`config.mk`:
```
export PLATFORM = sky130hd
export DESIGN_NAME = multicycle_control
export DESIGN_NICKNAME = d
export VERILOG_FILES = /design/src/rtl/multicycle_control.sv
export SDC_FILE = /design/constraint.sdc
export NUM_CORES = 1
export LEC_CHECK = 0
export ABC_AREA = 1
export CORE_UTILIZATION = 30
export DETAILED_ROUTE_END_ITERATION = 7
export PLACE_DENSITY = 0.73
export SLEW_MARGIN = 20
export SYNTH_ARGS = -nofsm -noshare
export SYNTH_HDL_FRONTEND = slang
export SYNTH_SLANG_ARGS = --single-unit
```
`constraint.sdc`:
```
create_clock -name clock -period 1.4 [get_ports clock]
set_clock_uncertainty 0.05 [all_clocks]
set_input_delay 0.35 -clock clock [delete_from_list [all_inputs] [get_ports clock]]
set_output_delay 0.35 -clock clock [all_outputs]
set_load 0.01 [all_outputs]
```
`src/rtl/multicycle_control.sv`:
```
// Multi-cycle processor control FSM: fetch, decode, execute, memory access and write-back sequencing.
// Optional MEM_TIMEOUT_EN adds a bounded memReady wait that traps once TIMEOUT_CYCLES wait cycles have elapsed.

// state     | meaning
// FETCH     | wait for instrValid, latch opcode fields
// DECODE    | PC+4, classify instruction type
// EXECUTE   | ALU op / address calc / branch compare
// MEMACCESS | hold load/store strobe until memReady
// WRITEBACK | one-cycle register file write
// TRAP      | unknown opcode or memory timeout, held until reset
module multicycle_control #(
    parameter int ALUOP_W = 5
`ifdef MEM_TIMEOUT_EN
    ,
    parameter int TIMEOUT_CYCLES = 16
`endif
) (
    input  logic               clock,
    input  logic               resetN,
    input  logic [31:0]        instruction,
    input  logic               instrValid,
    input  logic               memReady,
    input  logic               aluZero,
    output logic               irWrite,
    output logic               enablePC,
    output logic               branch,
    output logic               memRead,
    output logic               memWrite,
    output logic               memToReg,
    output logic [ALUOP_W-1:0] ALUOp,
    output logic               ALUSrc,
    output logic               regWrite,
    output logic               illegal,
    output logic [2:0]         state
);

    typedef enum logic [2:0] {
        S_FETCH     = 3'd0,
        S_DECODE    = 3'd1,
        S_EXECUTE   = 3'd2,
        S_MEMACCESS = 3'd3,
        S_WRITEBACK = 3'd4,
        S_TRAP      = 3'd7
    } state_t;

    state_t     cur_state;
    state_t     nxt_state;
    logic [8:0] ir_q;        // instruction[31:23]
    logic       timed_out;

    logic [2:0] ir_type;
    logic       is_alu;
    logic       is_br;
    logic       is_mem;
    logic       is_store;
    logic       unused_bits;

    assign ir_type     = ir_q[8:6];
    assign is_alu      = (ir_type == 3'b001);
    assign is_br       = (ir_type == 3'b010);
    assign is_mem      = (ir_type == 3'b100);
    assign is_store    = ir_q[1];
    assign unused_bits = ^instruction[22:0];
    assign state       = cur_state;

    always_ff @(posedge clock or negedge resetN) begin
        if (!resetN) begin
            cur_state <= S_FETCH;
            ir_q      <= '0;
        end else begin
            cur_state <= nxt_state;
            if (cur_state == S_FETCH && instrValid) begin
                ir_q <= instruction[31:23];
            end
        end
    end

`ifdef MEM_TIMEOUT_EN
    localparam int CNT_W = $clog2(TIMEOUT_CYCLES + 1);

    logic [CNT_W-1:0] wait_cnt;

    // Held at zero outside MEMACCESS, so every access starts from a clean count.
    always_ff @(posedge clock or negedge resetN) begin
        if (!resetN) begin
            wait_cnt <= '0;
        end else if (cur_state != S_MEMACCESS) begin
            wait_cnt <= '0;
        end else if (!memReady) begin
            wait_cnt <= wait_cnt + CNT_W'(1);
        end
    end

    assign timed_out = (cur_state == S_MEMACCESS) && !memReady
                       && (wait_cnt == CNT_W'(TIMEOUT_CYCLES));
`else
    assign timed_out = 1'b0;
`endif

    always_comb begin
        nxt_state = cur_state;
        irWrite   = 1'b0;
        enablePC  = 1'b0;
        branch    = 1'b0;
        memRead   = 1'b1;
        memWrite  = 1'b1;
        memToReg  = 1'b0;
        ALUOp     = '0;
        ALUSrc    = 1'b0;
        regWrite  = 1'b0;
        illegal   = 1'b0;

        case (cur_state)
            S_FETCH: begin
                irWrite = instrValid;
                if (instrValid) begin
                    nxt_state = S_DECODE;
                end
            end

            S_DECODE: begin
                enablePC = 1'b1;
                if (is_alu || is_br || is_mem) begin
                    nxt_state = S_EXECUTE;
                end else begin
                    nxt_state = S_TRAP;
                end
            end

            S_EXECUTE: begin
                if (is_alu) begin
                    ALUOp     = ALUOP_W'(ir_q[5:1]);
                    ALUSrc    = ir_q[0];
                    nxt_state = S_WRITEBACK;
                end else if (is_mem) begin
                    ALUSrc    = 1'b1;
                    nxt_state = S_MEMACCESS;
                end else if (is_br) begin
                    ALUOp     = ALUOP_W'(1);
                    branch    = aluZero;
                    enablePC  = aluZero;
                    nxt_state = S_FETCH;
                end else begin
                    nxt_state = S_TRAP;
                end
            end

            S_MEMACCESS: begin
                ALUSrc   = 1'b1;
                memRead  = is_store;
                memWrite = !is_store;
                // memReady on the limit cycle still completes the access
                if (memReady) begin
                    nxt_state = is_store ? S_FETCH : S_WRITEBACK;
                end else if (timed_out) begin
                    nxt_state = S_TRAP;
                end
            end

            S_WRITEBACK: begin
                regWrite = 1'b1;
                memToReg = is_mem;
                if (is_mem) begin
                    ALUSrc = 1'b1;
                end else begin
                    ALUOp  = ALUOP_W'(ir_q[5:1]);
                    ALUSrc = ir_q[0];
                end
                nxt_state = S_FETCH;
            end

            S_TRAP: begin
                illegal = 1'b1;
            end

            default: begin
                nxt_state = S_FETCH;
            end
        endcase
    end

endmodule

```
==> impl_results.md <==
- WS Path Type: reg2out
- Clock slew at reported path FFs: around 0.08 ns
- Cell with the largest stage delay on the worst path: dfrtp_2
- Final Net Count: 212
- Sequential group share of total power: between 10% and 20%
- Die height: between 50 and 60 um
- Top cells by area, synth: dfrtp_1 (39%), nand2_1 (11%), o21ai_2 (9.0%)
- MaxCap Viol Count: 0
- Drt first pass iters: 4
- Total track usage: a little under a fifth
- Clock Power Share: roughly 7.7%
- # IOs: 54
- Initial Util: a little under a third
- Crit Path Max Fanout: 4
- Root buffer cell: clkbuf_4
- Die area: 0.00280 sq mm
- Crit. End Element: primary output
- RSZ-0062 raised after global routing: true
- Final Cycle Share: 140%
- Arr. time, crit path: ~1.6 ns
- Combinational share of power: about three quarters
- CTS sink count: 12
- Core area: roughly 0.0025 sq mm
- Post-DRT Antenna Nets: 0
- Most frequent cells in the layout: buf_4 (30), nand2_1 (21), buf_6 (16)
- Ant. Diodes: 0
- Placement Setup Slack: -0.673 ns
- Fmax: 511 MHz
- Highest routed layer: met4
- Register area: between 300 and 400 sq um
- Static Leakage: slightly below 0.8 nW
- Power per Cell Area: approximately 2200 mW/mm^2
- Cell taking the most area after synthesis: dfrtp_1
- Most common cell after layout, fill and taps aside: buf_4
- Synthesized Nets: 135
- Total number of vias: around 940
- Met2 routed wirelength: approximately 1400 um
- Unique cell type count in the Yosys netlist: 22
- CP delay by family, top: flip-flops
- Routed vias/inst: approximately 4.6
- Violated checks: setup timing
- Die Wd: 52.9 um
- Drt first-iter violations: 8
- RD Place Congestion: 0.827
- Final Util: between 60% and 70%
- Worst setup margin: -0.558 ns
- Final wirelength: around 2600 um
- DR WL met3: 111 um
- Pin count of the biggest net entering global routing: 18
- Yosys warns: 0
- Final setup viols: 28
- Min-delay worst type: in2async
- Global-route wire length before repair: ~3800 um
- Fill cell count: about 210
- Multi-input gate area: between 500 and 600 sq um
- Setup TNS Final: -6.80 ns
- DRC viols: 0
- Register area share after synthesis: 38.6%
- Worst-margin pin slew: about 0.25 ns
- Critical Path RT: 1.00 ns
- Synth Register Bits: 12
- Met1 wire length: 1040 um
- Initial antenna violation count: 0
- Area grow syn2layout: 108%
- Hold Fails Final Rpt: 0
- Status: complete, but fails checks
- Tmin final: approximately 2.0 ns
- Cell count after synthesis: 98
- Number of port buffers: 30
- H-tree levels: 1
- CP bufs+invs: 3
- Vias in the first global route: about 880
- Worst VDD drop: 1.31 mV
- Crit-path max cell delay: between 0.4 and 0.5 ns
- Psw: 1.58 mW
- Total power: approximately 3.6 mW
- Clk Latency, worst-skew pair: between 0.2 and 0.3 ns
- Avg Inst Size Synth: a little under 8 sq um
- Proportion of netlist area held by the largest area contributor: 38.6%
- GRT overflow: 0
- TritonCTS clock tree: done
- Non-Filler Instances: roughly 200
- CTS Buffer Depth: 2
- Worst Setup Start Kind: flop
- Drt wl/cell: approximately 13 um
- Share of layout cells above drive strength 1: between 60% and 70%
- Sw frac: 43.4%
- Top cell by count, worst path: buf_4
- Final max-slew violation count: 0
- P_int: between 2 and 2.5 mW
- DP Cell Count: 182
- Hold_buf cts: 0
- Cell-by-cell trace of the critical path: nor3_4, buf_4, a22oi_2, buf_4, nor2_1, buf_2
- Num CTS Buffers: 3
- Synth Cell Area: between 700 and 800 sq um
- Site Rows: 18
- Hpwl dp: 1670 um
- Max transition margin: 83.5%
## worst reg2reg max path: stages, from the launching register on
cell     delay, ns
dfrtp_2       0.44
buf_6         0.13
inv_6         0.05
buf_4         0.19
nand3_4       0.12
buf_6         0.14
nor2_4        0.09
nand2_2       0.07
nand3_1       0.07
nand2_1       0.05
nand2_1       0.05
## cells by family (layout without fill, tap and decap cells)
family                 count (synthesis)  in the layout  synth area share, %
AO/OA/AOI/OAI                         18             18                 17.6
buffers and inverters                 16             92                 9.18
AND/OR/NAND/NOR                       52             52                 34.6
flip-flops                            12             12                 38.6
## state kept, by name, summed over array words and instances, names as in the netlist
register and flops:
ir_q 9, state 3
## metrics by stage
stage,hold WS [ns],instance area [sq um]
4_1_cts,0.312,1520
2_1_floorplan,0.00441,813
3_5_place_dp,0.471,1320
6_report,0.315,1620
3_3_place_gp,0.463,1320
5_1_grt,0.335,1620
## layout make-up
class                      count  area share [%]
timing repair buffer          73            39.0
clock buffer                   4            2.24
inverter                      15            3.94
multi-input combinational     70            33.6
sequential                    12            18.9
tap                           30            2.32
## cell usage after synthesis (all sizes together)
library cell / number
nor4: 1
o21ai: 14
nor3: 3
buf: 1
nand2: 26
a21oi: 1
nor2: 12
inv: 15
o31ai: 1
a31oi: 1
dfrtp: 12
a22oi: 1
nand3: 10
## worst paths after layout
check,end,depth (start not counted),slack (ns),start
setup / recovery,ALUOp[3],6,-0.56,state[0]
hold / removal,ir_q[4],2,0.31,resetN
setup reg to reg,state[2],10,-0.11,state[2]
hold reg to reg,ir_q[0],2,0.48,ir_q[0]
max in group asynchronous,ir_q[8],2,0.81,resetN
min in group clock,ir_q[0],2,0.48,ir_q[0]
## power by group through the flow
stage,sequential [mW],combinational (mW),clock [mW]
final,0.694,2.67,0.279
after global routing,0.709,2.87,0.307
after CTS,0.683,2.36,0.283
after detailed placement,0.689,1.92,0
after global placement,0.677,1.86,0
after floorplan,0.703,0.965,0
## repair_timing
| action | 4_1_cts | 5_1_grt |
|---|---|---|
| pin swaps | 8 | 4 |
| setup buffers | 14 | 7 |
| setup endpoints to repair | 27 | 28 |
| gates resized for setup | 98 | 19 |
## per-layer routing
| metal | GRT usage [%] | up-vias |
|---|---|---|
| li1 | - | 472 |
| met1 | 20.5 | 432 |
| met2 | 35.7 | 29 |
| met3 | 3.45 | 2 |
| met4 | 7.89 | 0 |
| met5 | 0 | - |
Note: power is estimated with default switching activity, not from simulation.
